<file path="src/rtl/sr_cmd_encoder_if.sv">
// Target-bit stream in, set/clear/hold command and status out for the SR command encoder.
// master drives targets and force_en; slave is the encoder.
interface sr_cmd_encoder_if;
  logic       in_valid;
  logic       in_bit;
  logic       in_ready;
  logic       force_en;
  logic [1:0] cmd;
  logic       cmd_active;
  logic       q_model;
  logic       busy;
  logic [7:0] cmd_count;
  logic [7:0] elide_count;

  modport master (
    output in_valid, in_bit, force_en,
    input  in_ready, cmd, cmd_active, q_model, busy, cmd_count, elide_count
  );

  modport slave (
    input  in_valid, in_bit, force_en,
    output in_ready, cmd, cmd_active, q_model, busy, cmd_count, elide_count
  );
endinterface

</file>
<file path="src/rtl/sr_cmd_encoder.sv">
// Set/clear command encoder for SR flops: buffered target bits become minimal 10/01 pulses.
// First cmd one cycle after accept, held PULSE cycles; in_ready drops only when the FIFO is full.

module sr_cmd_fifo #(
  parameter int WIDTH = 1,
  parameter int DEPTH = 4
) (
  input  logic             clk,
  input  logic             rst_n,
  input  logic             push,
  input  logic [WIDTH-1:0] push_dat,
  input  logic             pop,
  output logic [WIDTH-1:0] pop_dat,
  output logic             full,
  output logic             empty
);
  localparam int AW = (DEPTH > 1) ? $clog2(DEPTH) : 1;
  localparam int CW = AW + 1;

  logic [WIDTH-1:0] mem [DEPTH];
  logic [AW-1:0]    wr_ptr;
  logic [AW-1:0]    rd_ptr;
  logic [CW-1:0]    count;
  logic             do_push;
  logic             do_pop;

  // full comes from the registered count, so a same-cycle pop never frees a slot early
  assign full    = (count == CW'(DEPTH));
  assign empty   = (count == '0);
  assign do_push = push && !full;
  assign do_pop  = pop && !empty;
  assign pop_dat = mem[rd_ptr];

  always_ff @(posedge clk or negedge rst_n) begin
    if (!rst_n) begin
      wr_ptr <= '0;
      rd_ptr <= '0;
      count  <= '0;
    end else begin
      if (do_push) wr_ptr <= wr_ptr + AW'(1);
      if (do_pop)  rd_ptr <= rd_ptr + AW'(1);
      case ({do_push, do_pop})
        2'b10:   count <= count + CW'(1);
        2'b01:   count <= count - CW'(1);
        default: count <= count;
      endcase
    end
  end

  always_ff @(posedge clk) begin
    if (do_push) mem[wr_ptr] <= push_dat;
  end
endmodule

module sr_cmd_encoder #(
  parameter int   DEPTH   = 4,
  parameter int   PULSE   = 2,
  parameter int   SETTLE  = 1,
  parameter logic RESET_Q = 1'b0
) (
  input  logic               clk,
  input  logic               rst_n,
  sr_cmd_encoder_if.slave    bus
);
  localparam int PW = $clog2(PULSE + 1);
  localparam int SW = (SETTLE > 0) ? $clog2(SETTLE + 1) : 1;

  typedef enum logic [1:0] {
    S_IDLE   = 2'd0,
    S_ISSUE  = 2'd1,
    S_SETTLE = 2'd2
  } state_t;

  state_t        state_q, state_d;
  logic [1:0]    cmd_q, cmd_d;
  logic          active_q, active_d;
  logic          qm_q, qm_d;
  logic          tgt_q, tgt_d;
  logic [PW-1:0] pcnt_q, pcnt_d;
  logic [SW-1:0] scnt_q, scnt_d;
  logic [7:0]    ccnt_q, ccnt_d;
  logic [7:0]    ecnt_q, ecnt_d;

  logic          fifo_full;
  logic          fifo_empty;
  logic          fifo_dat;
  logic          pop;
  logic          issue;

  sr_cmd_fifo #(
    .WIDTH (1),
    .DEPTH (DEPTH)
  ) u_fifo (
    .clk      (clk),
    .rst_n    (rst_n),
    .push     (bus.in_valid),
    .push_dat (bus.in_bit),
    .pop      (pop),
    .pop_dat  (fifo_dat),
    .full     (fifo_full),
    .empty    (fifo_empty)
  );

  // a head entry needs a pulse when it differs from the tracked flop value or is forced
  assign issue = !fifo_empty && ((fifo_dat != qm_q) || bus.force_en);

  always_ff @(posedge clk or negedge rst_n) begin
    if (!rst_n) state_q <= S_IDLE;
    else        state_q <= state_d;
  end

  always_comb begin
    state_d = state_q;
    case (state_q)
      S_IDLE: begin
        if (issue) state_d = S_ISSUE;
      end
      S_ISSUE: begin
        if (pcnt_q == '0) state_d = (SETTLE > 0) ? S_SETTLE : S_IDLE;
      end
      S_SETTLE: begin
        if (scnt_q == '0) state_d = S_IDLE;
      end
      default: state_d = S_IDLE;
    endcase
  end

  always_comb begin
    pop      = 1'b0;
    cmd_d    = cmd_q;
    active_d = active_q;
    qm_d     = qm_q;
    tgt_d    = tgt_q;
    pcnt_d   = pcnt_q;
    scnt_d   = scnt_q;
    ccnt_d   = ccnt_q;
    ecnt_d   = ecnt_q;
    case (state_q)
      S_IDLE: begin
        if (!fifo_empty) begin
          pop = 1'b1;
          if (issue) begin
            cmd_d    = fifo_dat ? 2'b10 : 2'b01;
            active_d = 1'b1;
            tgt_d    = fifo_dat;
            pcnt_d   = PW'(PULSE - 1);
          end else if (ecnt_q != 8'hFF) begin
            ecnt_d = ecnt_q + 8'd1;
          end
        end
      end
      S_ISSUE: begin
        if (pcnt_q == '0) begin
          cmd_d    = 2'b00;
          active_d = 1'b0;
          qm_d     = tgt_q;
          if (ccnt_q != 8'hFF) ccnt_d = ccnt_q + 8'd1;
          if (SETTLE > 0) scnt_d = SW'(SETTLE - 1);
        end else begin
          pcnt_d = pcnt_q - PW'(1);
        end
      end
      S_SETTLE: begin
        if (scnt_q != '0) scnt_d = scnt_q - SW'(1);
      end
      default: begin
        cmd_d    = 2'b00;
        active_d = 1'b0;
      end
    endcase
  end

  // async reset pulls cmd to hold immediately, even mid-pulse
  always_ff @(posedge clk or negedge rst_n) begin
    if (!rst_n) begin
      cmd_q    <= 2'b00;
      active_q <= 1'b0;
      qm_q     <= RESET_Q;
      tgt_q    <= RESET_Q;
      pcnt_q   <= '0;
      scnt_q   <= '0;
      ccnt_q   <= '0;
      ecnt_q   <= '0;
    end else begin
      cmd_q    <= cmd_d;
      active_q <= active_d;
      qm_q     <= qm_d;
      tgt_q    <= tgt_d;
      pcnt_q   <= pcnt_d;
      scnt_q   <= scnt_d;
      ccnt_q   <= ccnt_d;
      ecnt_q   <= ecnt_d;
    end
  end

  assign bus.in_ready    = !fifo_full;
  assign bus.cmd         = cmd_q;
  assign bus.cmd_active  = active_q;
  assign bus.q_model     = qm_q;
  assign bus.busy        = !fifo_empty || (state_q != S_IDLE);
  assign bus.cmd_count   = ccnt_q;
  assign bus.elide_count = ecnt_q;
endmodule

</file>
<file path="src/flat_wrapper.sv">
// flat-port wrapper written by rule: the top's interface ports become plain ports
module sr_cmd_encoder_flat 
#(
  parameter int   DEPTH   = 4,
  parameter int   PULSE   = 2,
  parameter int   SETTLE  = 1,
  parameter logic RESET_Q = 1'b0
)
  (clk, rst_n, bus_in_valid, bus_in_bit, bus_force_en, bus_in_ready, bus_cmd, bus_cmd_active, bus_q_model, bus_busy, bus_cmd_count, bus_elide_count);
  sr_cmd_encoder_if bus_i ();
  input  logic clk;
  input  logic rst_n;
  input wire logic [$bits(bus_i.in_valid)-1:0] bus_in_valid;
  input wire logic [$bits(bus_i.in_bit)-1:0] bus_in_bit;
  input wire logic [$bits(bus_i.force_en)-1:0] bus_force_en;
  output wire logic [$bits(bus_i.in_ready)-1:0] bus_in_ready;
  output wire logic [$bits(bus_i.cmd)-1:0] bus_cmd;
  output wire logic [$bits(bus_i.cmd_active)-1:0] bus_cmd_active;
  output wire logic [$bits(bus_i.q_model)-1:0] bus_q_model;
  output wire logic [$bits(bus_i.busy)-1:0] bus_busy;
  output wire logic [$bits(bus_i.cmd_count)-1:0] bus_cmd_count;
  output wire logic [$bits(bus_i.elide_count)-1:0] bus_elide_count;
  assign bus_i.in_valid = bus_in_valid;
  assign bus_i.in_bit = bus_in_bit;
  assign bus_i.force_en = bus_force_en;
  assign bus_in_ready = bus_i.in_ready;
  assign bus_cmd = bus_i.cmd;
  assign bus_cmd_active = bus_i.cmd_active;
  assign bus_q_model = bus_i.q_model;
  assign bus_busy = bus_i.busy;
  assign bus_cmd_count = bus_i.cmd_count;
  assign bus_elide_count = bus_i.elide_count;
  sr_cmd_encoder #(.DEPTH(DEPTH), .PULSE(PULSE), .SETTLE(SETTLE), .RESET_Q(RESET_Q)) u_core (.clk(clk), .rst_n(rst_n), .bus(bus_i));
endmodule
</file>
<file path="config.mk">
export PLATFORM = sky130hd
export DESIGN_NAME = sr_cmd_encoder_flat
export DESIGN_NICKNAME = d
export VERILOG_FILES = /design/src/rtl/sr_cmd_encoder_if.sv /design/src/rtl/sr_cmd_encoder.sv /design/src/flat_wrapper.sv
export SDC_FILE = /design/constraint.sdc
export NUM_CORES = 1
export LEC_CHECK = 0
export BUFFER_PORTS_ARGS = -buffer_cell sky130_fd_sc_hd__buf_4
export CORE_MARGIN = 1.5
export CORE_UTILIZATION = 50
export DETAILED_ROUTE_END_ITERATION = 10
export GPL_TIMING_DRIVEN = 0
export PLACE_DENSITY = 0.72
export SYNTH_ARGS = -nofsm -noshare
export SYNTH_HDL_FRONTEND = slang
export SYNTH_SLANG_ARGS = --single-unit
</file>
<file path="constraint.sdc">
create_clock -name clk -period 2.6 [get_ports clk]
set_input_delay 0.13 -clock clk [delete_from_list [all_inputs] [get_ports clk]]
set_output_delay 0.13 -clock clk [all_outputs]
set_load 0.03 [all_outputs]
</file>
==> out/results.ini <==
[logic_synthesis]
synth_edf_count=4
synth-async-reset-ratio_pct=88.9
yosysTopAreaCell=sky130_fd_sc_hd__dfrtp_1
synth.ff_latch_count=36
ys_warn_count=0
post_synth.cell_area_avg_um2=11.8
synth_most_common_cell=sky130_fd_sc_hd__dfrtp_1
yosysUniqueCellTypes=26
synth.top_cell.area_share_pct=47.3
synth.cells.most_frequent=sky130_fd_sc_hd__dfrtp_1 (32), sky130_fd_sc_hd__nand2_1 (13), sky130_fd_sc_hd__xnor2_1 (12)
postSynth.topFlopCell=sky130_fd_sc_hd__dfrtp_1
mappedNetlistNets=158
synthesis.area_um2=1690
netlist_instances=144
synth_top_cells_by_area=sky130_fd_sc_hd__dfrtp_1 (47%), sky130_fd_sc_hd__edfxtp_1 (7.1%), sky130_fd_sc_hd__xnor2_1 (6.2%), sky130_fd_sc_hd__ha_1 (5.9%), sky130_fd_sc_hd__xor2_1 (4.1%)
synth-seq-area-share_pct=54.4

[timing]
finalHoldViolations=0
final.min_clock_period_ps=2270
setup_viol_count_final=0
max_slew.worst_pin.slew_ps=716
grt_setup_unrepaired=no
timing_max_transition_violations_final=0
period_utilisation_layout_pct=87.3
whs_ps=159
skew_ps=8.04
maxClockFrequency_mhz=440
slew-limit-headroom_pct=51.9
fin_setup_tns_ps=0

[detailed_routing]
viasPerCell=5.22
routedWlPerCell_um=12.9
drc=0
wirelength_um=2870
drt-pass1-iter-count=4
ant_nets=0
drt_iter0_drc=59
detailroute.via_count=1163

[placement]
io_buffers=26
dp_hpwl_um=2180
finalWeightedCongestion=0.741

[finish]
diodes=0
area.sequential_um2=921
multiInputGateArea_um2=738
fin_util_pct=64.3
drive_gt1_share_pct=21.8
final_nets=193
synthToLayoutAreaGrowth_pct=18.7
layout.filler_cells=261

[setup_path]
criticalPathCategory=reg -> reg
crit_arrival_ps=2530
worst_r2r_startpoint=u_core.u_fifo.count[0]$_DFFE_PN0P_
required_ps=2860
timing.critical_path.cells=nor3_1 -> nor3_1 -> ha_1 -> inv_1 -> fa_1 -> xor2_1 -> nor2_1 -> xor2_1
critical_path_peak_fanout=5
cp_slowest_cell=sky130_fd_sc_hd__nor3_1
cp-startpoint=u_core.u_fifo.count[0]$_DFFE_PN0P_
worstSetupStartpointType=flip-flop
cp.buffers_inverters=1
ff2ff_path_depth=8
path_depth=8
end_kind=flip-flop
critical-path-max-stage-delay_ps=560
worst_path_dominant_cell_family=simple AND/OR/NAND/NOR gates

[floorplanning]
die-area_um2=3750
initial_core_util_pct=54.2
fp-row-count=20
die_height_um=61.2
die_width_um=61.2
pin_count=27
core_region_area_um2=3130

[power]
vdd_drop_max_v=0.000568
p_leak_uw=0.000966
power_per_cell_area_nw_per_um2=1180

[global_route]
first_global_vias=1126
grt_max_degree=33
grt_use_total_pct=18.5
first_pass_grt_wire_length_um=4910
overflow=0
grt_antenna_before_repair=0

[clock_tree]
h-tree-depth=2
cts_setup_buffers=0
cts.sink_count=36
ctsRootBufferMaster=sky130_fd_sc_hd__clkbuf_4
ctsResizeCount=0
clk_path_buf_depth=2
cts_hold_buf=2
insertion_delay_ps=330
clock_pin_transition_on_the_worst_setup_and_hold_timing_paths_ps=90
cts_tree=yes
numCtsBuffers=5

[run_status]
status=complete, no violations

[worst_hold_path]
min_path_cells=2
timing.hold.worst.start=bus_in_valid
hp-class=in -> reg

[run]
timing.max_cap.violations=0

-- layout by cell type, fill, tap and decap left out, types with 3 or more instances in the layout --
cell type                   n
sky130_fd_sc_hd__xnor2_1   12
sky130_fd_sc_hd__mux2i_1    6
sky130_fd_sc_hd__nor3_1     3
sky130_fd_sc_hd__inv_1      8
sky130_fd_sc_hd__nand4_1   10
sky130_fd_sc_hd__nand2_1   13
sky130_fd_sc_hd__clkbuf_4   5
sky130_fd_sc_hd__mux2_2     3
sky130_fd_sc_hd__edfxtp_1   4
sky130_fd_sc_hd__and3_1     6
sky130_fd_sc_hd__o21ai_0    4
sky130_fd_sc_hd__xor2_1     8
sky130_fd_sc_hd__buf_4     26
sky130_fd_sc_hd__nand3_1    8
sky130_fd_sc_hd__dfrtp_1   32
sky130_fd_sc_hd__ha_1       8
sky130_fd_sc_hd__nor2_1     5
-- layer usage --
| metal | global-route usage (%) | share of wire [%] |
|---|---|---|
| met1 | 22.7 | 43 |
| met2 | 29.0 | 50 |
| met3 | 6.93 | 5.8 |
| met4 | 8.39 | 2.0 |
| met5 | 0 | 0 |
-- power by group --
part | total, µW | internal, µW | switching (µW)
clock network | 268 | 99.5 | 169
logic | 1140 | 472 | 667
registers | 968 | 777 | 191
-- worst register-to-register path, stage by stage, from the launching register on --
cell and delay [ps]:
sky130_fd_sc_hd__dfrtp_1 410, sky130_fd_sc_hd__nor3_1 90, sky130_fd_sc_hd__nor3_1 560, sky130_fd_sc_hd__ha_1 310, sky130_fd_sc_hd__inv_1 60, sky130_fd_sc_hd__fa_1 370, sky130_fd_sc_hd__xor2_1 150, sky130_fd_sc_hd__nor2_1 110
sky130_fd_sc_hd__xor2_1 150
-- logic make-up after synthesis --
group           after synthesis  share of synthesized area (%)
simple gates                 53                           17.1
buf+inv                       9                           2.07
compound gates                8                           3.47
mux                           9                           5.54
fa+ha+maj                     9                           7.09
flops                        36                           54.4
xor+xnor                     20                           10.3
-- worst paths after layout --
kind,slack (ps),to
worst max-delay path,330,u_core.u_fifo.count[2]$_DFFE_PN0P_
worst min-delay path,160,u_core.u_fifo.mem[1]$_DFFE_PP_
worst max register to register,330,u_core.u_fifo.count[2]$_DFFE_PN0P_
worst min register to register,490,u_core.bus.cmd_active$_DFFE_PN0P_
max in group asynchronous,2050,u_core.u_fifo.count[0]$_DFFE_PN0P_
min in group asynchronous,250,u_core.pcnt_q[0]$_DFFE_PN0P_
-- state kept, by name, summed over array words and instances, names as in the netlist --
name,cells
u_core.state_q,2
u_core.bus.cmd_active,1
u_core.u_fifo.rd_ptr,2
u_core.pcnt_q,2
u_core.u_fifo.mem,4
u_core.u_fifo.wr_ptr,2
u_core.bus.cmd,2
u_core.bus.cmd_count,8
u_core.bus.q_model,1
u_core.tgt_q,1
u_core.bus.elide_count,8
u_core.u_fifo.count,3
-- per-stage QoR --
stage | instance area [µm²] | total power, µW | cells | worst slack, ps
CTS | 2010 | 2410 | 223 | 342
floorplan | 1690 | 1780 | 144 | 367
finish | 2010 | 2380 | 223 | 329
detailed placement | 1940 | 2130 | 214 | 367
global placement | 1940 | 2070 | 214 | 369
global route | 2010 | 2590 | 223 | 119
-- final cells by class --
| cell class | count | area share, % |
|---|---|---|
| Sequential cell | 36 | 45.8 |
| Clock buffer | 6 | 2.05 |
| Inverter | 8 | 1.49 |
| Tap cell | 44 | 2.74 |
| Buffer | 1 | 0.249 |
| Multi-Input combinational cell | 99 | 36.7 |
| Timing Repair Buffer | 28 | 10.7 |
| Clock inverter | 1 | 0.249 |
Power figures use the tool's default switching activity.
